$ cat config.mk
export PLATFORM = sky130hd
export DESIGN_NAME = mem_arbiter
export DESIGN_NICKNAME = d
export VERILOG_FILES = /design/src/rtl/mem_arb_pkg.sv /design/src/rtl/mem_arbiter_rr_pick.sv /design/src/rtl/mem_arbiter.sv
export SDC_FILE = /design/constraint.sdc
export NUM_CORES = 1
export LEC_CHECK = 0
export ABC_AREA = 1
export CAP_MARGIN = 20
export CORE_MARGIN = 1.5
export CORE_UTILIZATION = 43
export CTS_BUF_LIST = sky130_fd_sc_hd__clkbuf_4
export DETAILED_ROUTE_END_ITERATION = 6
export PLACE_DENSITY = 0.88
export RECOVER_POWER = 25
export SYNTH_ARGS = -nofsm -noshare
export SYNTH_HDL_FRONTEND = slang
export SYNTH_SLANG_ARGS = --single-unit
$ cat constraint.sdc
create_clock -name clk_i -period 1.8 [get_ports clk_i]
set_input_delay 0.45 -clock clk_i [delete_from_list [all_inputs] [get_ports clk_i]]
set_output_delay 0.45 -clock clk_i [all_outputs]
set_load 0.02 [all_outputs]
$ cat src/rtl/mem_arb_pkg.sv
// -----------------------------------------------------------------------------
// mem_arb_pkg
// Shared types and constants for the data-memory arbiter.
//   arb_state_e : arbiter FSM states
//   log2c()     : ceil(log2(n)), never less than 1, used to size owner/ptr/cnt
//   MAX_NREQ    : largest supported requester count
//   MAX_RD_LAT  : largest supported memory read latency
// -----------------------------------------------------------------------------
package mem_arb_pkg;

  localparam int MAX_NREQ   = 8;
  localparam int MAX_RD_LAT = 4;

  typedef enum logic [1:0] {
    IDLE  = 2'd0,
    ISSUE = 2'd1,
    WAIT  = 2'd2,
    RESP  = 2'd3
  } arb_state_e;

  function automatic int log2c(input int n);
    int r;
    r = 1;
    while ((1 << r) < n) r = r + 1;
    return r;
  endfunction

endpackage

$ cat src/rtl/mem_arbiter_rr_pick.sv
// -----------------------------------------------------------------------------
// rr_pick
// Combinational winner select for the memory arbiter. Searches req_i starting
// at index ptr_i and wrapping; the first requester found wins.
// With MEM_ARB_FIXED_PRIO_EN defined the search always starts at index 0
// (lowest index wins) and ptr_i is ignored.
//
// Ports:
//   req_i  [NREQ]  request vector
//   ptr_i  [IW]    search start index
//   gnt_o  [NREQ]  one-hot winner
//   idx_o  [IW]    winner index (0 when none)
//   any_o          at least one request present
// -----------------------------------------------------------------------------
module rr_pick
  import mem_arb_pkg::*;
#(
  parameter int NREQ = 2,
  localparam int IW  = log2c(NREQ)
) (
  input  logic [NREQ-1:0] req_i,
  input  logic [IW-1:0]   ptr_i,
  output logic [NREQ-1:0] gnt_o,
  output logic [IW-1:0]   idx_o,
  output logic            any_o
);

  logic [IW-1:0] cand;

`ifdef MEM_ARB_FIXED_PRIO_EN
  logic unused_ptr;
  assign unused_ptr = ^ptr_i;
`endif

  always_comb begin
    gnt_o = '0;
    idx_o = '0;
    any_o = 1'b0;
    cand  = '0;
    for (int i = 0; i < NREQ; i++) begin
`ifdef MEM_ARB_FIXED_PRIO_EN
      cand = IW'(i);
`else
      cand = IW'((int'(ptr_i) + i) % NREQ);
`endif
      if (!any_o && req_i[cand]) begin
        any_o       = 1'b1;
        idx_o       = cand;
        gnt_o[cand] = 1'b1;
      end
    end
  end

endmodule

$ cat src/rtl/mem_arbiter.sv
// -----------------------------------------------------------------------------
// mem_arbiter
// Shares one single-port synchronous data memory between NREQ bus masters.
// One transaction is in flight at a time: a request is accepted in IDLE,
// its fields are latched into the memory-side registers, the memory is
// accessed in ISSUE, reads wait out RD_LAT and return data with a
// one-cycle rvalid pulse to the master that issued them.
//
// Optional feature macro: MEM_ARB_FIXED_PRIO_EN
//   undefined : round-robin arbitration (search from ptr, wrap)
//   defined   : fixed priority, lowest index wins, no ptr register
//
// Ports:
//   clk_i        clock, rising edge
//   rst_i        synchronous reset, active-high
//   req_i        [NREQ]     request per master (held until its gnt)
//   we_i         [NREQ]     1 = write, 0 = read
//   addr_i       [NREQ*AW]  packed addresses, master i at [i*AW +: AW]
//   wdata_i      [NREQ*DW]  packed write data, master i at [i*DW +: DW]
//   gnt_o        [NREQ]     one-hot acceptance pulse (IDLE only, combinational)
//   rvalid_o     [NREQ]     one-hot read-data-valid pulse
//   rdata_o      [DW]       read data, valid with any rvalid bit
//   busy_o                  high whenever the FSM is not in IDLE
//   mem_addr_o   [AW]       registered memory address
//   mem_wdata_o  [DW]       registered memory write data
//   mem_we_o                registered memory write enable
//   mem_rdata_i  [DW]       memory read data
//
// Supported ranges: NREQ 2..MAX_NREQ, RD_LAT 1..MAX_RD_LAT.
// -----------------------------------------------------------------------------
module mem_arbiter
  import mem_arb_pkg::*;
#(
  parameter int NREQ   = 2,
  parameter int AW     = 16,
  parameter int DW     = 16,
  parameter int RD_LAT = 1
) (
  input  logic               clk_i,
  input  logic               rst_i,
  input  logic [NREQ-1:0]    req_i,
  input  logic [NREQ-1:0]    we_i,
  input  logic [NREQ*AW-1:0] addr_i,
  input  logic [NREQ*DW-1:0] wdata_i,
  output logic [NREQ-1:0]    gnt_o,
  output logic [NREQ-1:0]    rvalid_o,
  output logic [DW-1:0]      rdata_o,
  output logic               busy_o,
  output logic [AW-1:0]      mem_addr_o,
  output logic [DW-1:0]      mem_wdata_o,
  output logic               mem_we_o,
  input  logic [DW-1:0]      mem_rdata_i
);

  localparam int IW = log2c(NREQ);
  localparam int CW = log2c(MAX_RD_LAT);

  arb_state_e    state_q;
  logic [IW-1:0] owner_q;
  logic [CW-1:0] cnt_q;
  logic [AW-1:0] mem_addr_q;
  logic [DW-1:0] mem_wdata_q;
  logic          mem_we_q;
  logic [DW-1:0] rdata_q;

  logic [IW-1:0]   ptr_cur;
  logic [NREQ-1:0] pick_gnt;
  logic [IW-1:0]   pick_idx;
  logic            pick_any;

  logic [AW-1:0] sel_addr;
  logic [DW-1:0] sel_wdata;
  logic          sel_we;

`ifdef MEM_ARB_FIXED_PRIO_EN
  assign ptr_cur = '0;
`else
  logic [IW-1:0] ptr_q;
  logic [IW-1:0] ptr_d;

  assign ptr_cur = ptr_q;
  assign ptr_d   = (int'(pick_idx) == NREQ - 1) ? '0 : pick_idx + 1'b1;

  always_ff @(posedge clk_i) begin
    if (rst_i) begin
      ptr_q <= '0;
    end else if (state_q == IDLE && pick_any) begin
      ptr_q <= ptr_d;
    end
  end
`endif

  rr_pick #(
    .NREQ (NREQ)
  ) u_pick (
    .req_i (req_i),
    .ptr_i (ptr_cur),
    .gnt_o (pick_gnt),
    .idx_o (pick_idx),
    .any_o (pick_any)
  );

  // Mux the winning master's request fields onto the latch inputs.
  always_comb begin
    sel_addr  = '0;
    sel_wdata = '0;
    sel_we    = 1'b0;
    for (int i = 0; i < NREQ; i++) begin
      if (pick_idx == IW'(i)) begin
        sel_addr  = addr_i[i*AW +: AW];
        sel_wdata = wdata_i[i*DW +: DW];
        sel_we    = we_i[i];
      end
    end
  end

  always_ff @(posedge clk_i) begin
    if (rst_i) begin
      state_q     <= IDLE;
      owner_q     <= '0;
      cnt_q       <= '0;
      mem_addr_q  <= '0;
      mem_wdata_q <= '0;
      mem_we_q    <= 1'b0;
      rdata_q     <= '0;
    end else begin
      case (state_q)
        IDLE: begin
          mem_we_q <= 1'b0;
          if (pick_any) begin
            owner_q     <= pick_idx;
            mem_addr_q  <= sel_addr;
            mem_wdata_q <= sel_wdata;
            mem_we_q    <= sel_we;
            state_q     <= ISSUE;
          end
        end
        ISSUE: begin
          // mem_we_q still holds the latched direction of this transaction.
          mem_we_q <= 1'b0;
          if (mem_we_q) begin
            state_q <= IDLE;
          end else begin
            cnt_q   <= CW'(RD_LAT - 1);
            state_q <= WAIT;
          end
        end
        WAIT: begin
          if (cnt_q != '0) begin
            cnt_q <= cnt_q - 1'b1;
          end else begin
            rdata_q <= mem_rdata_i;
            state_q <= RESP;
          end
        end
        RESP: begin
          state_q <= IDLE;
        end
        default: state_q <= IDLE;
      endcase
    end
  end

  // Grant and rvalid are suppressed during reset so an aborted cycle never
  // hands out an acceptance or a response.
  assign gnt_o = (state_q == IDLE && !rst_i) ? pick_gnt : '0;

  always_comb begin
    rvalid_o = '0;
    if (state_q == RESP && !rst_i) begin
      rvalid_o[owner_q] = 1'b1;
    end
  end

  assign busy_o      = (state_q != IDLE);
  assign rdata_o     = rdata_q;
  assign mem_addr_o  = mem_addr_q;
  assign mem_wdata_o = mem_wdata_q;
  assign mem_we_o    = mem_we_q;

endmodule

==> qor.txt, run 1 <==
Status -> completed
Cell Pwr Density -> 845 nW/um^2
Initial Utilization -> 0.456
Unrepaired setup endpoints after global routing -> true
Crit. End Element -> output pin
Worst Path Required -> 1350 ps
Vias -> 2955
Antenna Cells -> 0
Dpl hpwl -> 5610 um
MaxCap Viol Count -> 0
Slowest CP cell -> dfxtp_2
Layout area overhead -> 59.9%
Row count -> 27
Core area -> 5640 um^2
WS Path Type -> reg2out
Worst-case clock skew -> 14.2 ps
Antenna viol nets, final -> 0
F_max -> 0.569 GHz
Clk_lat worst skew -> 380 ps
Gpl congestion -> 0.778
Period utilization -> 0.976
Sequential area share after synthesis -> 0.428
Die height -> 80.4 um
Die W -> 80.4 um
TritonRoute pass-1 iters -> 4
Share of the synthesized area in the top cell type -> 0.428
Avg Cell Area, Syn -> 6.92 um^2
Worst-path clk slew -> 140 ps
Cell leakage power -> 2.25 nW
DRT met1 WL -> 3280 um
Root Driver -> clkbuf_4
Largest area contributor in the synthesized netlist -> dfxtp_1
Final slew viol count -> 0
Netlist cell types -> 21
CTS tree -> done
Setup violations, final -> 0
Placed Area -> 4060 um^2
GR Util All Layers -> 0.236
#FFs+latches synth -> 55
VDD IR-drop max -> 0.000497 V
Power, Total -> 0.00348 W
Slowest stage delay, CP -> 360 ps
Number of antenna violations at the first check in global routing -> 0
Final Hold Viols -> 0
Worst-margin pin slew -> 451 ps
Total wire length -> 7940 um
Final net count -> 593
Final core occ -> 0.729
Worst-case clock buffer depth -> 2
Via density -> 5.10
Vias in the first global route -> 2665
Relative max-transition margin -> 0.699
Syn Std Cell Area -> 2570 um^2
Post-Synthesis Cells -> 372
Remaining DRCs -> 0
Port Buffer Count -> 139
Min Clock Period, post-route -> 1760 ps
Top sig layer -> met4
GR Overflow Total -> 0
Post-CTS Setup Inserts -> 0
Synth warn -> 0
Num CTS Buffers -> 5
Share of layout cells above drive strength 1 -> 0.0730
First-pass GRT wire length -> 12100 um
Die area -> 6460 um^2
Area contributors post-synth -> dfxtp_1 43%, nand3_1 13%, nand2_1 12%
Net Count, Synth -> 459
Type of origin of the critical path -> flop
Crit-path cells -> nor2_4 -> inv_2 -> a21oi_2 -> nand2_1 -> inv_1 -> buf_4
First-iteration detailed-routing DRC count -> 131
Drt wl/cell -> 13.7 um
Level count of the clock H-tree -> 2
Final instance area -> 4120 um^2
Largest net degree at the start of global routing -> 66
Met3 wire len -> 981 um
Wire length on met2 -> 3630 um
I/O pin cnt -> 140
CP Max Fanout -> 4
Worst EP arrival -> 1310 ps
Worst hold path type -> reg2reg
CTS sink count -> 55
-- worst max-delay path: cells and delay by family (launching register included) --
family	cells	cell delay (ps)
buffers and inverters	3	240
AO/OA/AOI/OAI	1	130
AND/OR/NAND/NOR	2	210
flip-flops	1	360
-- worst paths after layout --
check,cells past startpoint,slack [ps],endpoint,from
setup / recovery,6,40,gnt_o[1],state_q[0]
hold / removal,1,450,cnt_q[0],cnt_q[0]
hold reg to reg,1,450,cnt_q[0],cnt_q[0]
setup reg to reg,8,240,mem_addr_o[9],state_q[0]
-- logic make-up after synthesis --
group / count (synthesis) / synth area share
AOI/OAI and AO/OA: 43 / 0.0846
adders and majority gates: 1 / 0.00486
buffers and inverters: 87 / 0.143
DFF: 55 / 0.428
and+or+nand+nor: 186 / 0.340
-- flip-flops by register name, indices dropped and copies added (netlist names), named ones only --
| signal | cells |
|---|---|
| mem_addr_o | 16 |
| mem_wdata_o | 16 |
| rdata_o | 16 |
| cnt_q | 2 |
| mem_we_o | 1 |
| owner_q | 1 |
| ptr_cur | 1 |
| state_q | 1 |
-- through the flow --
step,cells,TNS (ps),hold WS (ps),setup slack [ps]
4_1_cts,579,0,447,0.883
3_3_place_gp,571,-5690,412,-634
2_1_floorplan,372,0,403,138
3_5_place_dp,571,-6480,428,-667
5_1_grt,579,-56.3,468,-56.3
6_report,579,0,446,42.7
-- report_power, final --
| group | switching, W | leakage [nW] | internal [W] |
|---|---|---|---|
| Combinational | 0.000763 | 1.75 | 0.000586 |
| Sequential | 0.0000823 | 0.452 | 0.00138 |
| Clock | 0.000382 | 0.0426 | 0.000287 |
-- final cells by class --
cell class	count	area, um^2
inverters	59	221
multi-input cells	230	1120
repair buffers	155	1510
fillers	456	1530
clock inverters	3	38.8
clock buffers	5	37.5
well taps	72	90.1
flip-flops and latches	55	1100
-- synthesized netlist by cell type --
master / n
nand2_2: 1
buf_1: 4
nor2_2: 1
nor2_1: 4
o211ai_1: 1
o21ai_1: 3
nand2_1: 79
o21ai_0: 18
inv_1: 57
buf_2: 12
nand3_1: 65
nand3b_1: 1
a21oi_1: 21
buf_4: 7
dfxtp_1: 55
clkbuf_1: 5
inv_2: 2
or2_0: 1
nor3_1: 1
nand4_1: 33
ha_1: 1
-- per-layer routing --
| metal | global-route usage | vias up |
|---|---|---|
| li1 | - | 1480 |
| met1 | 0.274 | 1344 |
| met2 | 0.406 | 125 |
| met3 | 0.100 | 6 |
| met4 | 0.0431 | 0 |
| met5 | 0 | - |
-- repair_timing --
| action | in CTS | in global routing |
|---|---|---|
| hold buffers | 0 | 0 |
| resized for setup | 61 | 19 |
| endpoints found under the setup margin | 40 | 25 |
| pin swaps | 0 | 1 |
-- placed cells by master, fill, tap and decap left out, types with 2 or more instances in the layout --
| cell type | instances |
|---|---|
| dlygate4sd2_1 | 38 |
| dfxtp_1 | 53 |
| dfxtp_2 | 2 |
| nand2_2 | 2 |
| inv_2 | 3 |
| a21oi_1 | 20 |
| dlymetal6s2s_1 | 14 |
| nand4_1 | 33 |
| buf_4 | 15 |
| o21ai_0 | 18 |
| buf_12 | 2 |
| o21ai_1 | 3 |
| buf_2 | 2 |
| inv_1 | 56 |
| nor2_1 | 4 |
| clkbuf_4 | 5 |
| nand2_1 | 78 |
| clkdlybuf4s50_1 | 82 |
| nand3_1 | 65 |
Note: power is estimated with default switching activity, not from simulation.
==> inputs of run 2 (changes only) <==
--- a/config.mk
+++ b/config.mk
@@ -8,10 +8,10 @@
 export ABC_AREA = 1
 export CAP_MARGIN = 20
 export CORE_MARGIN = 1.5
-export CORE_UTILIZATION = 43
+export CORE_UTILIZATION = 40
 export CTS_BUF_LIST = sky130_fd_sc_hd__clkbuf_4
 export DETAILED_ROUTE_END_ITERATION = 6
-export PLACE_DENSITY = 0.88
+export PLACE_DENSITY = 0.82
 export RECOVER_POWER = 25
 export SYNTH_ARGS = -nofsm -noshare
 export SYNTH_HDL_FRONTEND = slang
==> constraint.sdc (replaced) <==
create_clock -name clk_i -period 2 [get_ports clk_i]
set_input_delay 0.5 -clock clk_i [delete_from_list [all_inputs] [get_ports clk_i]]
set_output_delay 0.5 -clock clk_i [all_outputs]
set_load 0.02 [all_outputs]
==> qor.txt, run 2 (same netlist as run 1, synthesis figures left out) <==
Status -> completed
Largest net degree at the start of global routing -> 66 (unchanged)
Worst Slack Setup Final -> 88.5 ps (+45.8 ps)
Clk_lat worst skew -> 360 ps (-20 ps)
Number of antenna violations at the first check in global routing -> 0 (unchanged)
CTS Hold Bufs -> 0 (unchanged)
Worst-case clock buffer depth -> 2 (unchanged)
VDD IR-drop max -> 0.000550 V (+11%)
WS Path Type -> in2out
MaxCap Viol Count -> 0 (unchanged)
Origin of the critical flop-to-flop path -> state_q[0]
TritonRoute pass-1 iters -> 5 (+1)
Worst-case clock skew -> 10.0 ps (-4.20 ps)
GR Util All Layers -> 0.220 (-0.0156)
Port Buffer Count -> 139 (unchanged)
Core area -> 6280 um^2 (+11%)
Most common cell after layout, fill and taps aside -> clkdlybuf4s50_1
Min Clock Period, post-route -> 1910 ps
Drt wl/cell -> 13.1 um (-4.8%)
Initial Utilization -> 0.410 (-0.0462)
CP endpoint -> gnt_o[1]
I/O pin cnt -> 140 (unchanged)
Hold_ws -> 441 ps (-4.76 ps)
Crit-path cells -> dlygate4sd2_1 -> buf_6 -> inv_2 -> nand2_1 -> a21oi_2 -> nand2_1 -> inv_1 -> buf_6
R2R Setup Slk -> 150 ps (-90 ps)
First-iteration detailed-routing DRC count -> 105 (-20%)
Share of layout cells above drive strength 1 -> 0.0721 (-0.000854)
CTS sink count -> 55 (unchanged)
Remaining DRCs -> 0 (unchanged)
Antenna viol nets, final -> 0 (unchanged)
Final net count -> 599 (+1.0%)
Worst-path clk slew -> 150 ps (about the same)
Type of origin of the critical path -> input pin
GR Overflow Total -> 0 (unchanged)
Worst-margin pin slew -> 659 ps (+208 ps)
Vias in the first global route -> 2788 (+4.6%)
CP Max Fanout -> 3 (-1)
Dpl hpwl -> 5490 um (-2.2%)
Setup violations, final -> 0 (unchanged)
DP Worst Slack -> -577 ps (+89.2 ps)
Worst EP arrival -> 1410 ps (+100 ps)
CTS tree -> done
Power, Total -> 0.00306 W (-12%)
Most frequent cells in the layout -> 131 x clkdlybuf4s50_1, 78 x nand2_1, 65 x nand3_1
Layout area overhead -> 61.3%
Root Driver -> clkbuf_4
Antenna Cells -> 0 (unchanged)
Period utilization -> 0.956
First-pass GRT wire length -> 12700 um (+5.0%)
Worst hold path type -> reg2reg
Vias -> 2963 (+0.27%)
Unrepaired setup endpoints after global routing -> false
Crit. End Element -> output pin
Via density -> 5.02 (-1.6%)
Relative max-transition margin -> 0.561 (-0.139)
Cell Pwr Density -> 736 nW/um^2 (-13%)
Reg2Reg Capture Point -> mem_addr_o[8]
Gpl congestion -> 0.832 (+6.9%)
F_max -> 0.523 GHz
Total wire length -> 7700 um (-3.0%)
Worst Reg2Reg Path Length in Cells -> 8 (unchanged)
Cell leakage power -> 1.90 nW (-15%)
Final slew viol count -> 0 (unchanged)
Slowest stage delay, CP -> 250 ps (-110 ps)
Slowest CP cell -> dlygate4sd2_1
Level count of the clock H-tree -> 2 (unchanged)
Setup TNS -> 0 ps (unchanged)
Die height -> 83.2 um (+3.5%)
Worst Path Required -> 1500 ps (+150 ps)
Num CTS Buffers -> 5 (unchanged)
Row count -> 29 (+7.4%)
Die W -> 83.2 um (+3.5%)
Die area -> 6920 um^2 (+7.2%)
Worst setup path start -> req_i[0]
Final Hold Viols -> 0 (unchanged)
## run 2: cell count changes in the layout (fill, tap and decap cells not counted), sizes merged
cell           previous run  this run
clkbuf                    6        10
dlymetal6s2s             14         1
bufinv                    1         0
buf                      20        22
clkdlybuf4s50            82       131
dlygate4sd2              38         3
## run 2: layer usage
layer | global-route usage | wire length (um) | up-vias
met5 | 0 | 0 | -
met4 | 0.0515 | 76 | 0
met3 | 0.0875 | 857 | 8
met2 | 0.373 | 3610 | 131
met1 | 0.262 | 3160 | 1330
li1 | - | - | 1494
## run 2: area by class of cell
cell class | count | area [um^2]
inverters | 59 | 221
fillers | 546 | 2130
flip-flops and latches | 55 | 1100
clock buffers | 6 | 45.0
well taps | 77 | 96.3
multi-input cells | 230 | 1120
clock inverters | 2 | 7.51
repair buffers | 161 | 1560
## run 2: how the worst min path moves through the flow
stage	startpoint	cells after the start	to	slack, ps
after floorplan	cnt_q[0]	1	cnt_q[0]	400
after global placement	cnt_q[0]	1	cnt_q[0]	410
after detailed placement	cnt_q[0]	1	cnt_q[0]	420
after CTS	cnt_q[0]	1	cnt_q[0]	450
after global routing	cnt_q[0]	1	cnt_q[0]	460
final	cnt_q[0]	1	cnt_q[0]	440
## run 2: per-stage QoR
stage	instance area, um^2	utilization	instances
after floorplan	2570	-	372
after global placement	4090	0.652	578
after detailed placement	4090	0.652	578
after CTS	4170	0.664	590
after global routing	4150	0.661	590
final	4150	0.661	590
## run 2: power by group
group / internal (W) / total [W] / switching, W
logic: 0.000599 / 0.00128 / 0.000679
clock network: 0.000145 / 0.000464 / 0.000319
registers: 0.00124 / 0.00131 / 0.0000748
## run 2: timing repair
item | CTS | global route
pin swaps | 3 | 0
endpoints found under the setup margin | 5 | 1
cloned | 0 | 0
resized for setup | 25 | 1
buffers inserted | 4 | 0
## run 2: worst max-delay path, delay by kind of cell
kind | cells | cell delay [ps]
compound gates | 1 | 160
buf+inv | 5 | 590
simple gates | 2 | 150
==> inputs of run 3 (changes only) <==
--- a/config.mk
+++ b/config.mk
@@ -8,11 +8,13 @@
 export ABC_AREA = 1
 export CAP_MARGIN = 20
 export CORE_MARGIN = 1.5
-export CORE_UTILIZATION = 40
+export CORE_UTILIZATION = 60
 export CTS_BUF_LIST = sky130_fd_sc_hd__clkbuf_4
 export DETAILED_ROUTE_END_ITERATION = 6
-export PLACE_DENSITY = 0.82
+export DONT_BUFFER_PORTS = 1
+export PLACE_DENSITY = 0.76
 export RECOVER_POWER = 25
 export SYNTH_ARGS = -nofsm -noshare
 export SYNTH_HDL_FRONTEND = slang
+export SYNTH_HIERARCHICAL = 1
 export SYNTH_SLANG_ARGS = --single-unit
==> constraint.sdc (replaced) <==
create_clock -name clk_i -period 1.85 [get_ports clk_i]
set_input_delay 0.4625 -clock clk_i [delete_from_list [all_inputs] [get_ports clk_i]]
set_output_delay 0.4625 -clock clk_i [all_outputs]
set_load 0.02 [all_outputs]
==> qor.txt, run 3 <==
Status -> completed
Final Hold Viols -> 0 (unchanged)
Setup violations, final -> 0 (unchanged)
Cell leakage power -> 1.13 nW (-40%)
Synth warn -> 6 (+6)
CTS sink count -> 55 (unchanged)
Origin of the critical flop-to-flop path -> ptr_cur
GR Util All Layers -> 0.234 (+0.0140)
Relative max-transition margin -> 0.729 (+0.168)
Wire length on met2 -> 2650 um (-27%)
#FFs+latches synth -> 55 (unchanged)
Largest area contributor in the synthesized netlist -> dfxtp_1
Sw Share -> 0.467 (+0.117)
Avg Cell Area, Syn -> 6.57 um^2 (-5.1%)
Total wire length -> 5250 um (-32%)
Post-Synthesis Cells -> 381 (+2.4%)
Worst Path Required -> 1390 ps (-110 ps)
Min Clock Period, post-route -> 1790 ps
Reg2Reg Capture Point -> mem_wdata_o[5]
Worst-case clock buffer depth -> 2 (unchanged)
Vias in the first global route -> 1987 (-29%)
TritonRoute pass-1 iters -> 4 (-1)
Area contributors post-synth -> dfxtp_1 44%, nand2_1 28%, a21oi_1 10%
Antenna viol nets, final -> 0 (unchanged)
Slowest stage delay, CP -> 480 ps (+230 ps)
F_max -> 0.560 GHz
Worst Reg2Reg Path Length in Cells -> 7 (-1)
Largest net degree at the start of global routing -> 52 (-21%)
Num CTS Buffers -> 5 (unchanged)
Met3 wire len -> 402 um (-53%)
Die W -> 67.6 um (-19%)
Top-count cell post-synth -> nand2_1
DRT met1 WL -> 2160 um (-32%)
Syn Std Cell Area -> 2500 um^2 (-2.8%)
I/O pin cnt -> 140 (unchanged)
Dpl hpwl -> 3760 um (-32%)
Core area -> 4000 um^2 (-36%)
CP endpoint -> rvalid_o[0]
VDD IR-drop max -> 0.000791 V (+44%)
GR Overflow Total -> 0 (unchanged)
Top sig layer -> met4
Netlist cell types -> 23 (+9.5%)
Sequential area share after synthesis -> 0.440 (+0.0122)
Root Driver -> clkbuf_4
WS Path Type -> reg2out
Worst hold path type -> in2reg
Final cell count without fillers -> 422 (-28%)
Most common cell after layout, fill and taps aside -> nand2_1
Period utilization -> 0.966
Worst EP arrival -> 1320 ps (-90 ps)
Net Count, Synth -> 468 (+2.0%)
Internal power -> 0.00208 W (+4.9%)
Row count -> 23 (-21%)
Final net count -> 458 (-24%)
Most used DFF post-synth -> dfxtp_1
CP Max Fanout -> 5 (+2)
Remaining DRCs -> 0 (unchanged)
Initial Utilization -> 0.626 (+0.216)
Post-synth EDFFs -> 0 (unchanged)
Switching power total -> 0.00183 W (+70%)
Drt wl/cell -> 12.4 um (-4.7%)
Number of antenna violations at the first check in global routing -> 0 (unchanged)
Unrepaired setup endpoints after global routing -> true
Vias -> 2246 (-24%)
CTS Hold Bufs -> 0 (unchanged)
Crit-path cells -> nand3_1 -> nor2_1
R2R Setup Slk -> 330 ps (+180 ps)
Share of layout cells above drive strength 1 -> 0.0645 (-0.00761)
Die height -> 67.6 um (-19%)
Filler instances -> 381 (-30%)
Sequential Power Share -> 0.519 (+0.089)
Layout area overhead -> 1.85%
Worst-path clk slew -> 170 ps (+20 ps)
Type of origin of the critical path -> flop
Gpl congestion -> 0.775 (-6.8%)
Slowest CP cell -> dfxtp_1
Worst-case clock skew -> 18.7 ps (+8.65 ps)
Commonest cells post-synth -> 189 x nand2_1, 55 x dfxtp_1, 51 x a21oi_1
Final slew viol count -> 0 (unchanged)
Combinational share of power -> 0.344 (-0.074)
Level count of the clock H-tree -> 2 (unchanged)
CTS tree -> done
MaxCap Viol Count -> 0 (unchanged)
Clk pwr share -> 0.137 (-0.015)
Power, Total -> 0.00391 W (+28%)
Setup TNS -> 0 ps (unchanged)
First-pass GRT wire length -> 8230 um (-35%)
Crit. End Element -> output pin
Port Buffer Count -> 0 (-100%)
Clk_lat worst skew -> 380 ps (+20 ps)
Most frequent cells in the layout -> 189 x nand2_1, 55 x dfxtp_1, 51 x a21oi_1
Share of the synthesized area in the top cell type -> 0.440 (+0.0122)
Worst-margin pin slew -> 407 ps (-252 ps)
Placed cells -> 414 (-28%)
Antenna Cells -> 0 (unchanged)
Via density -> 5.32 (+6.0%)
Cell Pwr Density -> 1530 nW/um^2 (+110%)
Die area -> 4570 um^2 (-34%)
First-iteration detailed-routing DRC count -> 89 (-15%)
Share of async-settable or async-resettable flops after synthesis -> 0 (unchanged)
[run 3: per-layer routing]
metal	global-route usage	vias up
li1	-	1169
met1	0.259	992
met2	0.414	80
met3	0.0783	5
met4	0.0842	0
met5	0	-
[run 3: cell type report]
| type | instances | area (um^2) | share of cell area |
|---|---|---|---|
| clock inverter | 3 | 22.5 | 0.00884 |
| timing repair buffer | 6 | 41.3 | 0.0162 |
| tap | 50 | 62.6 | 0.0245 |
| sequential | 55 | 1100 | 0.432 |
| inverter | 18 | 71.3 | 0.0280 |
| clock buffer | 5 | 37.5 | 0.0147 |
| multi-input combinational | 285 | 1210 | 0.476 |
[run 3: kinds of logic (layout without fill, tap and decap cells)]
group | after synthesis | after routing | synth area share
buf+inv | 41 | 32 | 0.0785
fa+ha+maj | 1 | 1 | 0.00500
compound gates | 54 | 54 | 0.108
simple gates | 230 | 230 | 0.369
flops | 55 | 55 | 0.440
[run 3: power groups by stage]
stage | clock (W) | combinational, W | sequential (W)
after floorplan | 0 | 0.00119 | 0.00200
after global placement | 0 | 0.00134 | 0.00206
after detailed placement | 0 | 0.00137 | 0.00206
after CTS | 0.000556 | 0.00137 | 0.00204
after global routing | 0.000606 | 0.00156 | 0.00208
final | 0.000535 | 0.00134 | 0.00203
[run 3: what timing repair did]
action,in CTS,in global routing
gates resized for setup,0,2
buffers inserted,0,0
endpoints found under the setup margin,2,4
[run 3: worst max-delay path, delay by kind of cell (launching register included)]
kind / cells / cell delay (ps)
DFF: 1 / 480
and+or+nand+nor: 2 / 470
[run 3: how the worst min path moves through the flow]
| stage | slack, ps | to | depth (start not counted) | from |
|---|---|---|---|---|
| finish | 120 | rdata_o[10] | 1 | rst_i |
| detailed placement | 470 | owner_q | 2 | owner_q |
| floorplan | 440 | owner_q | 2 | owner_q |
| CTS | 100 | rdata_o[10] | 1 | rst_i |
| global route | 80 | state_q[0] | 1 | rst_i |
| global placement | 450 | owner_q | 2 | owner_q |
[run 3: stage by stage]
| step | instance area [um^2] | hold WS, ps | setup WS [ps] | utilization |
|---|---|---|---|---|
| global route | 2550 | 82.5 | -35.4 | 0.637 |
| finish | 2550 | 124 | 63.6 | 0.637 |
| floorplan | 2500 | 445 | 275 | - |
| detailed placement | 2490 | 466 | 195 | 0.622 |
| CTS | 2550 | 97.9 | -6.47 | 0.637 |
| global placement | 2490 | 454 | 233 | 0.622 |
